## src/rtl/y_mux_defs.sv

```systemverilog
// y_mux_defs: shared constants and helpers for the y_rr_mux slice.
//   MODE_RR    - mode input value selecting round-robin arbitration
//   MODE_FIXED - mode input value selecting fixed priority (lowest index wins)
//   clog2()    - ceiling log2, used to derive the channel-index width CW
package y_mux_defs;

  localparam logic MODE_RR    = 1'b0;
  localparam logic MODE_FIXED = 1'b1;

  function automatic int clog2(input int value);
    int r;
    r = 0;
    for (int i = 0; i < 31; i++) begin
      if ((1 << i) < value) r = i + 1;
    end
    return r;
  endfunction

endpackage

```

## src/rtl/y_rr_arbiter.sv

```systemverilog
// y_rr_arbiter: purely combinational winner selection for y_rr_mux.
// Ports:
//   in_valid  [CHANNELS] per-channel request
//   ptr       [CW]       highest-priority channel in round-robin mode
//   mode      1          MODE_RR or MODE_FIXED
//   winner    [CW]       selected channel (0 when nothing requests)
//   any_valid 1          at least one channel requests
module y_rr_arbiter
  import y_mux_defs::*;
#(
  parameter  int CHANNELS = 4,
  localparam int CW       = clog2(CHANNELS)
) (
  input  logic [CHANNELS-1:0] in_valid,
  input  logic [CW-1:0]       ptr,
  input  logic                mode,
  output logic [CW-1:0]       winner,
  output logic                any_valid
);

  logic          found;
  logic [CW:0]   sum;
  logic [CW-1:0] idx;

  always_comb begin
    winner    = '0;
    found     = 1'b0;
    sum       = '0;
    idx       = '0;
    any_valid = |in_valid;
    if (mode == MODE_FIXED) begin
      // Scan downwards so the lowest requesting index is the last write.
      for (int i = CHANNELS - 1; i >= 0; i--) begin
        if (in_valid[i]) winner = CW'(i);
      end
    end else begin
      // Visit ptr, ptr+1, ... with a single conditional subtract for the
      // wrap; ptr < CHANNELS, so ptr+k never reaches 2*CHANNELS.
      for (int k = 0; k < CHANNELS; k++) begin
        sum = {1'b0, ptr} + (CW+1)'(k);
        if (sum >= (CW+1)'(CHANNELS)) sum = sum - (CW+1)'(CHANNELS);
        idx = sum[CW-1:0];
        if (!found && in_valid[idx]) begin
          winner = idx;
          found  = 1'b1;
        end
      end
    end
  end

endmodule

```

## src/rtl/y_rr_mux.sv

```systemverilog
// y_rr_mux: N-channel registered multiplexer with built-in arbitration.
// Ports:
//   clk, reset  rising-edge clock, synchronous active-high reset
//   mode        0 = round-robin, 1 = fixed priority
//   in_valid    [CHANNELS]      per-channel request
//   in_data     [CHANNELS*SIZE] channel i at [i*SIZE +: SIZE]
//   in_ready    [CHANNELS]      one-hot or zero: that channel's word is taken
//   out_valid   1               output register holds a word
//   out_ready   1               consumer accepts this cycle
//   out_data    [SIZE]          registered winning word
//   out_chan    [CW]            registered index of the winning channel
//
// Handshake: a word moves across an interface on a rising edge where both its
// valid and ready are high. in_ready depends combinationally on in_valid, so
// producers must not wait for in_ready before raising in_valid. out_valid
// never depends on out_ready, and out_data/out_chan are stable while
// out_valid=1 and out_ready=0.
module y_rr_mux
  import y_mux_defs::*;
#(
  parameter  int SIZE     = 32,
  parameter  int CHANNELS = 4,
  localparam int CW       = clog2(CHANNELS)
) (
  input  logic                     clk,
  input  logic                     reset,
  input  logic                     mode,
  input  logic [CHANNELS-1:0]      in_valid,
  input  logic [CHANNELS*SIZE-1:0] in_data,
  output logic [CHANNELS-1:0]      in_ready,
  output logic                     out_valid,
  input  logic                     out_ready,
  output logic [SIZE-1:0]          out_data,
  output logic [CW-1:0]            out_chan
);

  localparam logic [CW-1:0] LAST = CW'(CHANNELS - 1);

  logic [CW-1:0] ptr;
  logic [CW-1:0] winner;
  logic          any_valid;
  logic          space;
  logic          load;
  logic [SIZE-1:0] sel_data;

  y_rr_arbiter #(.CHANNELS(CHANNELS)) u_arb (
    .in_valid  (in_valid),
    .ptr       (ptr),
    .mode      (mode),
    .winner    (winner),
    .any_valid (any_valid)
  );

  // The register has room when empty or when its word leaves this edge.
  // Gating with reset voids any acknowledge in a reset cycle.
  assign space    = ~out_valid | out_ready;
  assign load     = any_valid & space & ~reset;
  assign sel_data = in_data[int'(winner)*SIZE +: SIZE];

  always_comb begin
    in_ready = '0;
    if (load) in_ready[winner] = 1'b1;
  end

  always_ff @(posedge clk) begin
    if (reset) begin
      out_valid <= 1'b0;
      out_data  <= '0;
      out_chan  <= '0;
      ptr       <= '0;
    end else if (load) begin
      out_valid <= 1'b1;
      out_data  <= sel_data;
      out_chan  <= winner;
      if (mode == MODE_RR) ptr <= (winner == LAST) ? '0 : winner + 1'b1;
    end else if (out_ready) begin
      out_valid <= 1'b0;
    end
  end

endmodule

```

## config.mk

```make
export PLATFORM = sky130hd
export DESIGN_NAME = y_rr_mux
export DESIGN_NICKNAME = d
export VERILOG_FILES = /design/src/rtl/y_mux_defs.sv /design/src/rtl/y_rr_arbiter.sv /design/src/rtl/y_rr_mux.sv
export SDC_FILE = /design/constraint.sdc
export NUM_CORES = 1
export LEC_CHECK = 0
export CORE_AREA = 2 2 77 116
export DETAILED_ROUTE_END_ITERATION = 7
export DIE_AREA = 0 0 79 118
export GPL_ROUTABILITY_DRIVEN = 0
export MAX_ROUTING_LAYER = met4
export PLACE_DENSITY = 0.74
export SLEW_MARGIN = 20
export SYNTH_ARGS = -nofsm -noshare
export SYNTH_HDL_FRONTEND = slang
export SYNTH_SLANG_ARGS = --single-unit
```

## constraint.sdc

```tcl
create_clock -name clk -period 1.92 [get_ports clk]
set_input_delay 0.288 -clock clk [delete_from_list [all_inputs] [get_ports clk]]
set_output_delay 0.288 -clock clk [all_outputs]
set_load 0.1 [all_outputs]
```

### Word level (Yosys, flattened, before mapping)

Index checks and enable logic that the tools add are counted.

* register bits after elaboration: 37
* output and inout bits: 39
* word-level logic and storage cells: 77
* input port bits: 136

* multiplexer cells: 37
* reductions and logical operators: 10
* equal/unequal tests: 1
* shift operators: 1
* bitwise gates (word level): 6
* $add $sub $neg: 8
* magnitude comparators: 10

Operators by type and width (count)
* 128-bit by 8-bit indexed part select with 32-bit output: 1
* 2-bit 2-to-1 mux: 18
* 2-bit by 3-bit < comparator with 1-bit output (second input constant): 5
* 1-bit 2-to-1 mux: 13
* 3-bit greater-or-equal comparator (second input constant): 3
* 1-bit binary-select mux with 2-bit select: 4
* 2-bit by 1-bit subtractor with 2-bit output (second input constant): 4
* 2-bit by 2-bit adder with 3-bit output (second input constant): 2
* 1-bit logical AND: 4
* 4-bit 2-to-1 mux: 1
* 4-bit OR reduction: 1
* 2-bit by 1-bit adder with 3-bit output (second input constant): 1
* 2-bit by 3-bit greater-or-equal comparator with 1-bit output (second input constant): 1
* 1-bit logical NOT: 3
* 1-bit NOT: 3
* 2-bit by 1-bit adder with 2-bit output (second input constant): 1
* 1-bit AND: 2
* 1-bit demux with 2-bit select: 1
* 2-bit == test (second input constant): 1
* 2-bit by 1-bit greater-or-equal comparator with 1-bit output (second input constant): 1
* 2-bit AND reduction: 1
* 2-bit nonzero test: 1
* 1-bit bitwise OR: 1

### Longest topological paths before layout

* depth in word-level cells: 24
* depth in mapped cells: 9
* gate-level depth less buffers: 5

### By module

A second synthesis with hierarchy kept.

* cells, all modules: 164
* area total of the unflattened synthesis: 2173.3 um^2

Modules (own cells, without submodules)
* y_rr_mux: cells an instance 145, area each 2062.0 um^2, seq. area each 740.7 um^2, instances 1
* y_rr_arbiter: cells an instance 19, area each 111.4 um^2, seq. area each 0.0 um^2, instances 1

### Least setup slack after synthesis

Ideal clock, no wire load.

* path kind: register -> output
* start point: reg out_valid
* end point: out in_ready[1]
* data required time: 1.632 ns
* setup slack: -1.196 ns
* data arrival time: 2.828 ns
* stages on the path, launching flop included: 7
* path through: dfxtp_1 -> nand2b_1 -> nand2_1 -> nor2_1 -> nand2_1 -> clkbuf_1 -> nor2_1

* cells in the longest elaborated chain, start to end: 5

RTL lines
* start, declared: line y_rr_mux.sv:31 `output logic out_valid,`
* start signal, assigned: line y_rr_mux.sv:67 `out_valid <= 1'b0;`
* start signal, assigned: line y_rr_mux.sv:72 `out_valid <= 1'b1;`
* start signal, assigned: line y_rr_mux.sv:77 `out_valid <= 1'b0;`
* 1-bit NOT: line y_rr_mux.sv:56 `assign space = ~out_valid | out_ready;`
* 1-bit bitwise OR: line y_rr_mux.sv:56
* 1-bit AND (2 in series): line y_rr_mux.sv:57 `assign load = any_valid & space & ~reset;`
* 4-bit 2-to-1 mux: line y_rr_mux.sv:62 `if (load) in_ready[winner] = 1'b1;`
* end, declared: line y_rr_mux.sv:30 `output logic [CHANNELS-1:0] in_ready,`

Every way passes these cells.

### Worst setup path after layout

* start point: in in_valid[1]
* end point: out in_ready[2]

* cells in the longest elaborated chain, start to end: 21
* elaborated cells between the ends (all ways): 36
* classes of those cells: 2 x order compare; 24 x mux; 2 x bitwise; 8 x reduce/logical

RTL lines
* start, declared: line y_rr_mux.sv:28 `input logic [CHANNELS-1:0] in_valid,`
* 1-bit binary-select mux with 2-bit select: line y_rr_arbiter.sv:43 `if (!found && in_valid[idx]) begin`
* 1-bit 2-to-1 mux (not written as such): line y_rr_arbiter.sv:43
* 1-bit 2-to-1 mux: line y_rr_arbiter.sv:43
* 1-bit 2-to-1 mux: line y_rr_arbiter.sv:31 `if (mode == MODE_FIXED) begin`
* 1-bit logical NOT: line y_rr_arbiter.sv:43
* 1-bit logical AND: line y_rr_arbiter.sv:43
* 1-bit 2-to-1 mux: line y_rr_arbiter.sv:43
* 1-bit 2-to-1 mux: line y_rr_arbiter.sv:31
* [... 5 more ...]
* 1-bit logical AND: line y_rr_arbiter.sv:43
* 2-bit 2-to-1 mux: line y_rr_arbiter.sv:43
* 2-bit 2-to-1 mux: line y_rr_arbiter.sv:31
* 2-bit by 3-bit < comparator with 1-bit output (not written as such) / 2-bit by 1-bit greater-or-equal comparator with 1-bit output (equally long branches): line y_rr_mux.sv:62
* 1-bit logical AND (not written as such): line y_rr_mux.sv:62
* 1-bit 2-to-1 mux (not written as such): line y_rr_mux.sv:62
* 1-bit demux with 2-bit select: line y_rr_mux.sv:62
* 4-bit 2-to-1 mux (*): line y_rr_mux.sv:62

Mark *: on every way between the ends. The rest lies on a longest branch, timed or not. The select of a mux whose other input is x is not followed.

==> qor.yml <==
global_routing:
  antenna_found_initial: 0
  grt_start_max_net_pins: 19
  grt_pass1_vias: 3777
  grt.overflow.total: 0
  grt_pass1_wl_um: 17700
  grt_usage: 0.243
pwr:
  total_power_mw: 3.70
  power-per-cell-area_mw_per_mm2: 698
  ir_drop_uv: 374
  leakage_nw: 2.25
worst_setup_path:
  path_common_cell: "buf_6"
  worstPathCellList: "clkdlybuf4s15_1, buf_6, nor2b_4, buf_6, nand2_4, a2111oi_4, o21ai_2, clkinvlp_4, buf_12"
  critPathRequiredTime_ns: 1.63
  crit_path_max_fanout: 5
  cp-end-kind: "output pin"
  cp-start-kind: "input port"
  slowest_stage: "a2111oi_4"
  arrival_ns: 1.79
  crit_type: "in2out"
  r2r_cells: 6
  max_stage_delay_ns: 0.39
yosys:
  ys.flop_type: "dfxtp_1"
  ys_types: 54
  synthTopCellsByCount: "dfxtp_1 (37), inv_1 (33), nor2_1 (25)"
  synthCells: 337
  async_flop_share: 0
  netlist_area_mm2: 0.00278
  synth_nets: 473
  yosysWarnings: 0
  synth.ff_latch_count: 37
  synth_largest_area_cell: "dfxtp_1"
  yosysMostFrequentCell: "dfxtp_1"
  synth_area_per_cell_um2: 8.25
  synth_top_area_share: 0.266
  synth_enable_flop_cells: 0
  yosys-top-cells-area: "dfxtp_1 (27%), mux2i_1 (6.5%), a211o_1 (5.0%)"
  synth-seq-area-share: 0.266
sta:
  max_freq_ghz: 0.482
  slew_headroom: 0.711
  worst_pin_slew_ns: 0.429
  setup_slack_ns: -0.155
  holdWs_ns: 0.491
  fin_crit_sh: 1.08
  fin_crit_ns: 2.07
  drv_slew: 0
  hold_violations: 0
  finalSetupViolCount: 3
  finClkSkew_ns: 0.00316
  setup_tns_ns: -0.334
  rsz0062_at_grt: "yes"
floorplan:
  start_util: 0.335
  core_region_area_mm2: 0.00831
  dieArea_mm2: 0.00932
  boundaryPins: 175
  rows: 41
  dieWidth_um: 79
  die_h_um: 118
clocking:
  cts_htree_levels: 2
  numCtsBuffers: 5
  clk_latency_ns: 0.29
  cts_sinks: 37
  root_buffer: "clkbuf_16"
  cts_tree: "done"
  path_clk_slew_ns: 0.06
  postCtsHoldBufs: 0
  clock_path_buffers: 2
layout:
  fin_cells: 650
  synthToLayoutAreaGrowth_pct: 90.6
  fin_nets: 679
  stdcell_area_mm2: 0.00530
  drive_gt1_frac: 0.285
  postLayoutCoreUtil: 0.638
  diodes: 0
detailed_routing:
  vias: 3568
  postRouteAntennaNets: 0
  wl_per_cell_um: 17.4
  drt-total-wl_um: 11300
  first_pass_iters: 4
  drc: 0
  drtIter0Drc: 233
  vias_per_cell: 5.49
job:
  cap_violations: 0
placement:
  portBuffers: 174
  place_ws_ns: -0.519
  dp.cells: 633
  placed_cell_area_mm2: 0.00492
  post-dp-hpwl_um: 8600
min_path:
  hold_class: "reg2reg"
  min_path_cells: 2
outcome:
  outcome: "finished, violations left"
  violations: "negative setup slack"
cell type report:
class,instances,area [um2]
Timing Repair Buffer,233,2260
Multi-Input combinational cell,232,1880
Tap cell,107,134
Clock buffer,7,143
Sequential cell,37,752
Inverter,34,131
Fill cell,734,3010
worst paths after layout:
path                     start      endpoint  slack, ns
setup reg to reg        ptr[1]  out_data[28]       0.06
hold reg to reg   out_data[30]  out_data[30]       0.49
hold / removal    out_data[30]  out_data[30]       0.49
setup / recovery   in_valid[1]   in_ready[2]      -0.15
critical path: cells and delay by family:
| kind | cells | cell delay, ns |
|---|---|---|
| AO/OA/AOI/OAI | 2 | 0.53 |
| buffers and inverters | 5 | 0.72 |
| AND/OR/NAND/NOR | 2 | 0.24 |
registers in the layout (all words and copies together), names as in the netlist:
register,flops
out_chan,2
out_data,32
out_valid,1
ptr,2
report_power, final:
group | switching [mW] | internal, mW | total, mW
Sequential | 0.0664 | 0.865 | 0.932
Clock | 0.330 | 0.511 | 0.841
Combinational | 1.19 | 0.742 | 1.93
Total | 1.58 | 2.12 | 3.70
metal layers:
metal,up-vias,global-route usage,routed length [um]
met3,25,0.0330,673
li1,1705,-,-
met4,0,0.102,299
met2,166,0.456,6310
met5,-,-,0
met1,1672,0.243,4050
logic make-up after synthesis:
| logic type | count (synthesis) | share of synthesized area |
|---|---|---|
| buffers and inverters | 68 | 0.112 |
| and+or+nand+nor | 78 | 0.151 |
| xor gates and xnor gates | 1 | 0.00315 |
| muxes | 19 | 0.0702 |
| AOI/OAI and AO/OA | 134 | 0.397 |
| DFF | 37 | 0.266 |
cell usage in the layout, fill, tap and decap left out, types with 3 or more instances in the layout:
cell / count
o21bai_2: 11
dfxtp_4: 3
buf_4: 78
buf_12: 10
dfxtp_1: 34
clkbuf_16: 5
nand2_1: 3
buf_6: 9
nor2_4: 4
inv_1: 32
nand4_1: 16
nand3_1: 13
clkdlybuf4s50_1: 130
a211oi_1: 18
a22oi_1: 14
a21oi_1: 15
a211o_1: 16
o221ai_1: 15
nor2_1: 21
nand2_4: 3
mux2i_1: 18
o311ai_0: 15
repair_timing:
item | in CTS | in global routing
buffers inserted | 10 | 0
cloned | 0 | 0
setup endpoints to repair | 39 | 21
resized for setup | 44 | 7
pin swaps | 13 | 0
(Power assumes the default switching activity.)
